==> config.mk <==
export PLATFORM = sky130hd
export DESIGN_NAME = jtkicker_mainio_flat
export DESIGN_NICKNAME = d
export VERILOG_FILES = /design/src/rtl/jtkicker_mainio_pkg.sv /design/src/rtl/jtkicker_mainio_if.sv /design/src/rtl/jtkicker_frmcnt.sv /design/src/rtl/jtkicker_mainio.sv /design/src/flat_wrapper.sv
export SDC_FILE = /design/constraint.sdc
export NUM_CORES = 1
export LEC_CHECK = 0
export BUFFER_PORTS_ARGS = -buffer_cell sky130_fd_sc_hd__clkbuf_2
export CAP_MARGIN = 15
export CORE_UTILIZATION = 31
export DETAILED_ROUTE_END_ITERATION = 16
export GPL_TIMING_DRIVEN = 1
export PLACE_DENSITY_LB_ADDON = 0.2
export SLEW_MARGIN = 0
export SYNTH_ARGS = -nofsm -noshare
export SYNTH_HDL_FRONTEND = slang
export SYNTH_SLANG_ARGS = --single-unit
==> constraint.sdc <==
create_clock -name clk -period 0.8 [get_ports clk]
set_input_delay 0.16 -clock clk [delete_from_list [all_inputs] [get_ports clk]]
set_output_delay 0.16 -clock clk [all_outputs]
set_load 0.01 [all_outputs]
==> src/rtl/jtkicker_mainio_pkg.sv <==
// jtkicker_mainio_pkg: latch bit positions, cabinet row encoding and helpers
package jtkicker_mainio_pkg;
  localparam int FLIP   = 0;
  localparam int SNDIRQ = 1;
  localparam int COIN1  = 3;
  localparam int COIN2  = 4;
  typedef enum logic [1:0] {ROW_SYS, ROW_P12, ROW_P34, ROW_DIP} row_e;
  function automatic logic [2:0] rev3(input logic [2:0] v);
    return {v[0], v[1], v[2]};
  endfunction
endpackage

==> src/rtl/jtkicker_mainio_if.sv <==
// jtkicker_mainio_if: CPU-side bus into the cabinet I/O block
interface jtkicker_mainio_if;
  logic       cpu_cen;
  logic [2:0] addr;
  logic       rnw;
  logic [7:0] cpu_dout;
  logic       iow_cs;
  logic       ior_cs;
  logic       wdog_cs;
  logic [7:0] cab_dout;
  modport master (output cpu_cen, addr, rnw, cpu_dout, iow_cs, ior_cs, wdog_cs, input cab_dout);
  modport slave  (input cpu_cen, addr, rnw, cpu_dout, iow_cs, ior_cs, wdog_cs, output cab_dout);
endinterface

==> src/rtl/jtkicker_frmcnt.sv <==
// jtkicker_frmcnt: edge-driven modulo-N counter with clear and registered terminal pulse
module jtkicker_frmcnt #(
  parameter int N = 0
) (
  input  logic clk,
  input  logic rst,
  input  logic inc_i,
  input  logic clr_i,
  output logic tc_o
);
  localparam int W = N > 1 ? $clog2(N) : 1;
  logic [W-1:0] cnt_q, cnt_d;
  logic         wrap, tc_d;
  always_comb begin
    wrap  = (N > 0) && inc_i && (cnt_q == W'(N - 1));
    cnt_d = (clr_i || wrap) ? '0 : inc_i ? cnt_q + W'(1) : cnt_q;
    tc_d  = wrap && !clr_i;
  end
  always_ff @(posedge clk) begin
    if (rst) begin
      cnt_q <= '0;
      tc_o  <= 1'b0;
    end else begin
      cnt_q <= cnt_d;
      tc_o  <= tc_d;
    end
  end
endmodule

==> src/rtl/jtkicker_mainio.sv <==
// jtkicker_mainio: cabinet inputs, 74LS259 output latch, VBLANK IRQ/NMI and watchdog
module jtkicker_mainio
  import jtkicker_mainio_pkg::*;
#(
  parameter int NPLAYERS    = 2,
  parameter int NMI_DIV     = 0,
  parameter int WDOG_FRAMES = 0,
  parameter int IRQ_BIT     = 7,
  parameter int NMI_BIT     = 6
) (
  input  logic                clk,
  input  logic                rst,
  jtkicker_mainio_if.slave    bus,
  input  logic [3:0]          start_button,
  input  logic [3:0]          coin_input,
  input  logic [6:0]          joystick1,
  input  logic [6:0]          joystick2,
  input  logic [6:0]          joystick3,
  input  logic [6:0]          joystick4,
  input  logic                service,
  input  logic [7:0]          dipsw_a,
  input  logic                LVBL,
  input  logic                dip_pause,
  output logic [7:0]          latch,
  output logic                flip,
  output logic                snd_irq,
  output logic [1:0]          coin_cnt,
  output logic                irq_n,
  output logic                nmi_n,
  output logic                wdog_rst
);
  logic [7:0] latch_q, latch_d, cab_q, cab_d;
  logic [3:0] st;
  logic       lvbl_q, arm_q, irq_q, irq_d, nmi_q, nmi_d;
  logic       fall, vb, kick, nmi_tc;
  row_e       row;
  logic       unused_ok;
  assign unused_ok = &{1'b0, bus.ior_cs, coin_input[3:2], joystick1[3:0], joystick2[3:0],
                       joystick3[3:0], joystick4[3:0]};
  // arm_q masks the first cycle after reset so a low LVBL at release is not an edge
  assign fall = arm_q && lvbl_q && !LVBL;
  assign vb   = fall && dip_pause;
  assign kick = bus.cpu_cen && bus.wdog_cs && !bus.rnw;
  assign row  = row_e'(bus.addr[1:0]);
  assign st   = NPLAYERS == 4 ? start_button : {2'b11, start_button[1:0]};
  always_comb begin
    latch_d = latch_q;
    if (bus.cpu_cen && bus.iow_cs && !bus.rnw) latch_d[bus.addr] = bus.cpu_dout[0];
    irq_d = !latch_d[IRQ_BIT] ? 1'b0 : (vb || irq_q);
    nmi_d = !latch_d[NMI_BIT] ? 1'b0 : (nmi_tc || nmi_q);
    cab_d = row == ROW_SYS ? {3'b111, st[1:0], service, coin_input[1:0]} :
            row == ROW_P12 ? {1'b1, rev3(joystick2[6:4]), st[2], rev3(joystick1[6:4])} :
            row == ROW_P34 ? (NPLAYERS == 4 ? {1'b1, rev3(joystick4[6:4]), st[3], rev3(joystick3[6:4])} : 8'hFF) :
                             dipsw_a;
  end
  always_ff @(posedge clk) begin
    if (rst) begin
      latch_q <= '0;
      cab_q   <= 8'hFF;
      lvbl_q  <= 1'b1;
      arm_q   <= 1'b0;
      irq_q   <= 1'b0;
      nmi_q   <= 1'b0;
    end else begin
      latch_q <= latch_d;
      cab_q   <= cab_d;
      lvbl_q  <= LVBL;
      arm_q   <= 1'b1;
      irq_q   <= irq_d;
      nmi_q   <= nmi_d;
    end
  end
  jtkicker_frmcnt #(.N(NMI_DIV)) u_nmi (
    .clk(clk), .rst(rst), .inc_i(vb), .clr_i(1'b0), .tc_o(nmi_tc)
  );
  jtkicker_frmcnt #(.N(WDOG_FRAMES)) u_wdog (
    .clk(clk), .rst(rst), .inc_i(fall), .clr_i(kick), .tc_o(wdog_rst)
  );
  assign bus.cab_dout = cab_q;
  assign latch        = latch_q;
  assign flip         = latch_q[FLIP];
  assign snd_irq      = latch_q[SNDIRQ];
  assign coin_cnt     = {latch_q[COIN2], latch_q[COIN1]};
  assign irq_n        = ~irq_q;
  assign nmi_n        = ~nmi_q;
endmodule

==> src/flat_wrapper.sv <==
// flat-port wrapper written by rule: the top's interface ports become plain ports
module jtkicker_mainio_flat import jtkicker_mainio_pkg::*;
#(
  parameter int NPLAYERS    = 2,
  parameter int NMI_DIV     = 0,
  parameter int WDOG_FRAMES = 0,
  parameter int IRQ_BIT     = 7,
  parameter int NMI_BIT     = 6
)
  (clk, rst, start_button, coin_input, joystick1, joystick2, joystick3, joystick4, service, dipsw_a, LVBL, dip_pause, latch, flip, snd_irq, coin_cnt, irq_n, nmi_n, wdog_rst, bus_cpu_cen, bus_addr, bus_rnw, bus_cpu_dout, bus_iow_cs, bus_ior_cs, bus_wdog_cs, bus_cab_dout);
  jtkicker_mainio_if bus_i ();
  input  logic clk;
  input  logic rst;
  input  logic [3:0] start_button;
  input  logic [3:0] coin_input;
  input  logic [6:0] joystick1;
  input  logic [6:0] joystick2;
  input  logic [6:0] joystick3;
  input  logic [6:0] joystick4;
  input  logic service;
  input  logic [7:0] dipsw_a;
  input  logic LVBL;
  input  logic dip_pause;
  output logic [7:0] latch;
  output logic flip;
  output logic snd_irq;
  output logic [1:0] coin_cnt;
  output logic irq_n;
  output logic nmi_n;
  output logic wdog_rst;
  input wire logic [$bits(bus_i.cpu_cen)-1:0] bus_cpu_cen;
  input wire logic [$bits(bus_i.addr)-1:0] bus_addr;
  input wire logic [$bits(bus_i.rnw)-1:0] bus_rnw;
  input wire logic [$bits(bus_i.cpu_dout)-1:0] bus_cpu_dout;
  input wire logic [$bits(bus_i.iow_cs)-1:0] bus_iow_cs;
  input wire logic [$bits(bus_i.ior_cs)-1:0] bus_ior_cs;
  input wire logic [$bits(bus_i.wdog_cs)-1:0] bus_wdog_cs;
  output wire logic [$bits(bus_i.cab_dout)-1:0] bus_cab_dout;
  assign bus_i.cpu_cen = bus_cpu_cen;
  assign bus_i.addr = bus_addr;
  assign bus_i.rnw = bus_rnw;
  assign bus_i.cpu_dout = bus_cpu_dout;
  assign bus_i.iow_cs = bus_iow_cs;
  assign bus_i.ior_cs = bus_ior_cs;
  assign bus_i.wdog_cs = bus_wdog_cs;
  assign bus_cab_dout = bus_i.cab_dout;
  jtkicker_mainio #(.NPLAYERS(NPLAYERS), .NMI_DIV(NMI_DIV), .WDOG_FRAMES(WDOG_FRAMES), .IRQ_BIT(IRQ_BIT), .NMI_BIT(NMI_BIT)) u_core (.clk(clk), .rst(rst), .bus(bus_i), .start_button(start_button), .coin_input(coin_input), .joystick1(joystick1), .joystick2(joystick2), .joystick3(joystick3), .joystick4(joystick4), .service(service), .dipsw_a(dipsw_a), .LVBL(LVBL), .dip_pause(dip_pause), .latch(latch), .flip(flip), .snd_irq(snd_irq), .coin_cnt(coin_cnt), .irq_n(irq_n), .nmi_n(nmi_n), .wdog_rst(wdog_rst));
endmodule
# After elaboration in Yosys (flattened, before gate mapping)
# Cells that the tools add are included.
word_totals:
  elab_cells: 36
  input_bits: 65
  output_inout_bits: 23
  register_bits: 19
op_classes:
  reduce_logical: 13
  bitwise_logic: 2
  magnitude_cmp: 2
  n_eq_ne: 2
  muxes: 8
op_table:
  columns: ["cell", "count"]
  rows:
  - ["7-bit 2-to-1 mux", 2]
  - ["8-bit bitwise mux", 1]
  - ["8-bit 2-to-1 mux", 1]
  - ["1-bit logical AND", 6]
  - ["5-bit 2-to-1 mux", 1]
  - ["3-bit by 4-bit < comparator with 1-bit output, second input constant", 1]
  - ["2-bit OR reduction", 2]
  - ["4-bit OR reduction", 1]
  - ["1-bit demux with 3-bit select", 1]
  - ["3-bit by 1-bit >= comparator with 1-bit output, second input constant", 1]
  - ["2-bit by 1-bit == test with 1-bit output, second input constant", 1]
  - ["2-bit == test, second input constant", 1]
  - ["1-bit logical NOT", 2]
  - ["2-bit logical NOT", 1]
  - ["1-bit 2-to-1 mux", 2]
  - ["1-bit NOT", 2]
  - ["1-bit logical OR", 1]

# Longest topological paths before layout
depth:
  depth_word: 8
  depth_mapped: 4
  depth_no_buf: 3

# Modules after synthesis
# From an unflattened synthesis, not the netlist that was laid out.
hier_totals:
  hier_cells: 116
  area_unflattened_um2: 983.4
modules_own_cells:
  columns: ["module", "instances", "seq_area_each_um2", "cells_each", "area_per_inst_um2"]
  rows:
  - ["jtkicker_mainio", 1, 400.4, 112, 960.9]
  - ["jtkicker_frmcnt", 2, 0.0, 2, 11.3]

# Worst setup path after synthesis
# OpenSTA, ideal clock, no wires.
synth_path:
  path_kind: "input port to flip-flop"
  from: "in bus_addr[0]"
  to: "reg u_core.cab_q[2], in the netlist u_core.bus.cab_dout[2]"
  n_path_buf: 1
  required_ns: 0.681
  arrival_ns: 0.773
  slack_ns: -0.092
  setup_ns: 0.119
  cell_stages: 4
  path_cell_list: "buf_6 -> mux2_2 -> o22ai_1 -> nand2_1"
synth_via:
  elab_chain_len: 4
  word_cells_on_any_way: 6
synth_lines:
  columns: ["item", "line", "rtl"]
  rows:
  - ["start: declaration", "flat_wrapper.sv:32", "input wire logic [$bits(bus_i.addr)-1:0] bus_addr;"]
  - ["2-bit == test", "jtkicker_mainio.sv:53", "row == ROW_P34 ? (NPLAYERS == 4 ? {1'b1, rev3(joystick4[6:4]), st[3], rev3(joystick3[6:4])} : 8'hFF) :"]
  - ["7-bit 2-to-1 mux", "jtkicker_mainio.sv:53", null]
  - ["7-bit 2-to-1 mux", "jtkicker_mainio.sv:52", "row == ROW_P12 ? {1'b1, rev3(joystick2[6:4]), st[2], rev3(joystick1[6:4])} :"]
  - ["5-bit 2-to-1 mux (*)", "jtkicker_mainio.sv:51", "cab_d = row == ROW_SYS ? {3'b111, st[1:0], service, coin_input[1:0]} :"]
  - ["end signal: assignment", "jtkicker_mainio.sv:59", "cab_q <= 8'hFF;"]
  - ["end signal: assignment", "jtkicker_mainio.sv:66", "cab_q <= cab_d;"]
  - ["end: declaration", "jtkicker_mainio.sv:32", "logic [7:0] latch_q, latch_d, cab_q, cab_d;"]
# Every way passes the cells marked *; elsewhere a longest branch is shown, timed or not.
# A chain may end at the register's enable or synchronous reset.

# Worst setup path in the final report
layout_path:
  from: "reg u_core.irq_q"
  to: "out irq_n"
layout_via:
  elab_chain_len: 1
layout_lines:
  columns: ["item", "line", "rtl"]
  rows:
  - ["start: declaration", "jtkicker_mainio.sv:34", "logic lvbl_q, arm_q, irq_q, irq_d, nmi_q, nmi_d;"]
  - ["start signal: assignment", "jtkicker_mainio.sv:69", "irq_q <= irq_d;"]
  - ["1-bit NOT", "jtkicker_mainio.sv:84", "assign irq_n = ~irq_q;"]
  - ["end: declaration", "flat_wrapper.sv:28", "output logic irq_n;"]
# No other way between the ends.

==> metrics.md <==
| Metric | Value |
|---|---|
| Critical Setup Path Class | flip-flop to output pin |
| Post-route clock skew | 0.0000439 ns |
| Final core utilization | 0.506 |
| First-pass GRT wire length | 3.13 mm |
| Number of buffers added by the clock tree synthesis step | 3 |
| Commonest non-fill, non-tap cell in the layout | clkbuf_2 |
| Netlist area before placement | 862 um2 |
| Number of pins exceeding their max-slew limit in the final report | 0 |
| CTS H-tree depth | 1 |
| Initial core utilization | 0.339 |
| Clk_lat worst skew | 0.29 ns |
| Weighted congestion reported at the end of routability-driven placement | 0.834 |
| Worst IR Drop VDD | 694 uV |
| Kind of capture point of the worst setup path | output pin |
| Final std cells w/o fill | 175 |
| Overall power | 0.00177 W |
| Fraction of synthesized cell area taken by the top area cell type | 0.441 |
| Number of buffers and inverters on the critical path | 2 |
| Kind of cell adding the most delay to the critical path | flip-flops |
| Synth cell types | 28 |
| Fillcell total | 265 |
| Register area | 397 um2 |
| Number of vias per cell | 4.97 |
| Core footprint | 0.00254 mm2 |
| Largest area contributor in the synthesized netlist | dfxtp_1 |
| Crit-path slowest cell | dfxtp_2 |
| Number of clock sinks | 19 |
| Number of core rows | 18 |
| Count of TritonRoute iterations in the first routing pass | 4 |
| Reg clk slew, reported paths | 0.11 ns |
| Power density relative to cell area | 1370 mW/mm2 |
| DP HPWL | 1.61 mm |
| Number of global-route vias before repair | 743 |
| Highest net fanout along the worst path | 2 |
| X dimension of the die | 54.7 um |
| Data required time at the worst endpoint | 0.64 ns |
| TritonCTS clock tree | built |
| Combined area of the multi-input logic cells | 422 um2 |
| Net count after synthesis | 160 |
| Ratio of final minimum period to clock period | 1.16 |
| Register area share after synthesis | 0.441 |
| Setup repair after global routing missed its margin | true |
| Avg Synthesized Cell Area | 9.07 um2 |
| Startpoint type of the worst setup path | flip-flop |
| DR DRC count | 0 |
| Number of hold buffers added after cts | 0 |
| Post-route ant nets | 0 |
| Worst hold path type | input port to flip-flop |
| Vias after detailed routing | 870 |
| Number of antenna violations at the first check in global routing | 0 |
| Peak Freq | 1070 MHz |
| Antenna fix cells | 0 |
| DIE HEIGHT | 54.7 um |
| Placed cell count | 168 |
| Synth area leaders | dfxtp_1 (44%), buf_4 (5.2%), mux2_2 (5.2%) |
| Status | finished with violations |
| Maximum number of pins on one net before global-route repair | 15 |
| IO buf count | 50 |
| Cells after Synth | 95 |
| Number of warnings issued by yosys | 0 |
| Largest stage delay on the critical path | 0.35 ns |
| Setup violation total in the final timing report | 21 |
| Highest-count cells in the layout ignoring fill and taps | clkbuf_2 (28), dfxtp_2 (13), buf_6 (13) |
| Global route total overflow | 0 |
| Reported max-cap violation count | 0 |
| Sum of routed wire length over all layers | 2.09 mm |
| Share of final-layout standard cells stronger than drive strength 1 | 0.586 |
| Worst-path cell chain | inv_2 > buf_6 |
| All-Layer GR Usage | 0.146 |
| Root cell of the clock tree | clkbuf_4 |
| Flop and latch count out of synthesis | 19 |
| Buffer levels on the longest clock path | 2 |
| Worst Setup Slack, final | -0.130 ns |
| Number of ports placed on the die boundary | 88 |
| Initial DRC Count | 13 |
| Shortest clock period the worst path allows after layout | 0.930 ns |
| Standby leakage power | 0.569 nW |
| Area grow syn2layout | 49.3% |
| Final Hold Violating Endpoints | 0 |
| Nets | 211 |
| Die footprint | 0.00300 mm2 |
| Failing checks | setup timing |
| Post-DR wirelength/cell | 11.9 um |
| Arrival time at the worst endpoint | 0.77 ns |
final timing paths:
path                 from                      to  slack (ns)  cells after the start
min            dipsw_a[7]  u_core.bus.cab_dout[7]        0.06                      2
max          u_core.irq_q                   irq_n       -0.13                      2
max reg2reg     flip-flop               flip-flop        0.04                      3
min reg2reg     flip-flop               flip-flop        0.49                      2
area by class of cell:
| class | count | share of cell area |
|---|---|---|
| clock buffer | 4 | 0.0204 |
| inverter | 3 | 0.00875 |
| multi-input combinational | 61 | 0.328 |
| sequential | 19 | 0.308 |
| tap | 30 | 0.0292 |
| timing repair buffer | 58 | 0.306 |
layer usage:
layer | GRT usage | up-vias | part of all wire
li1 | - | 427 | -
met1 | 0.185 | 405 | 0.43
met2 | 0.237 | 36 | 0.49
met3 | 0.0361 | 2 | 0.062
met4 | 0.0513 | 0 | 0.013
met5 | 0 | - | 0
stage by stage:
step | cell area (um2) | setup TNS [ns] | hold slack, ns | setup WS, ns
finish | 1290 | -2.13 | 0.0564 | -0.130
global route | 1290 | -2.97 | 0.0552 | -0.177
CTS | 1170 | -2.55 | 0.0497 | -0.150
detailed placement | 1120 | -3.82 | 0.353 | -0.308
global placement | 1120 | -3.28 | 0.350 | -0.254
floorplan | 887 | -0.428 | 0.265 | -0.0729
cells in the mapped netlist (all sizes together):
master	instances
nand3b	1
nor2b	3
mux2i	2
conb	2
nand2	9
buf	12
nor2	2
nand3	6
a41oi	1
a21oi	8
and4bb	1
o31ai	2
nor3	1
mux2	4
o22ai	4
nand4	2
nand4b	1
dfxtp	19
nand2b	2
o21ai	7
a211oi	1
and4b	1
inv	3
nand4bb	1
power breakdown:
group | internal (W) | switching (W) | total (W)
Combinational | 0.000161 | 0.000146 | 0.000307
Sequential | 0.000977 | 0.0000115 | 0.000989
Clock | 0.000193 | 0.000277 | 0.000471
Total | 0.00133 | 0.000435 | 0.00177
repair_timing:
| item | CTS | global route |
|---|---|---|
| endpoints found under the setup margin | 21 | 28 |
| pin swaps | 0 | 3 |
| buffers inserted | 2 | 1 |
| resized for setup | 10 | 43 |
logic make-up (layout without fill, tap and decap cells):
family          after synthesis  after routing  share of synthesized area
simple gates                 30             30                      0.209
other cells                   2              2                    0.00871
flops                        19             19                      0.441
buf+inv                      15             65                      0.107
mux                           6              6                     0.0755
compound gates               23             23                      0.158
(Power assumes the default switching activity.)
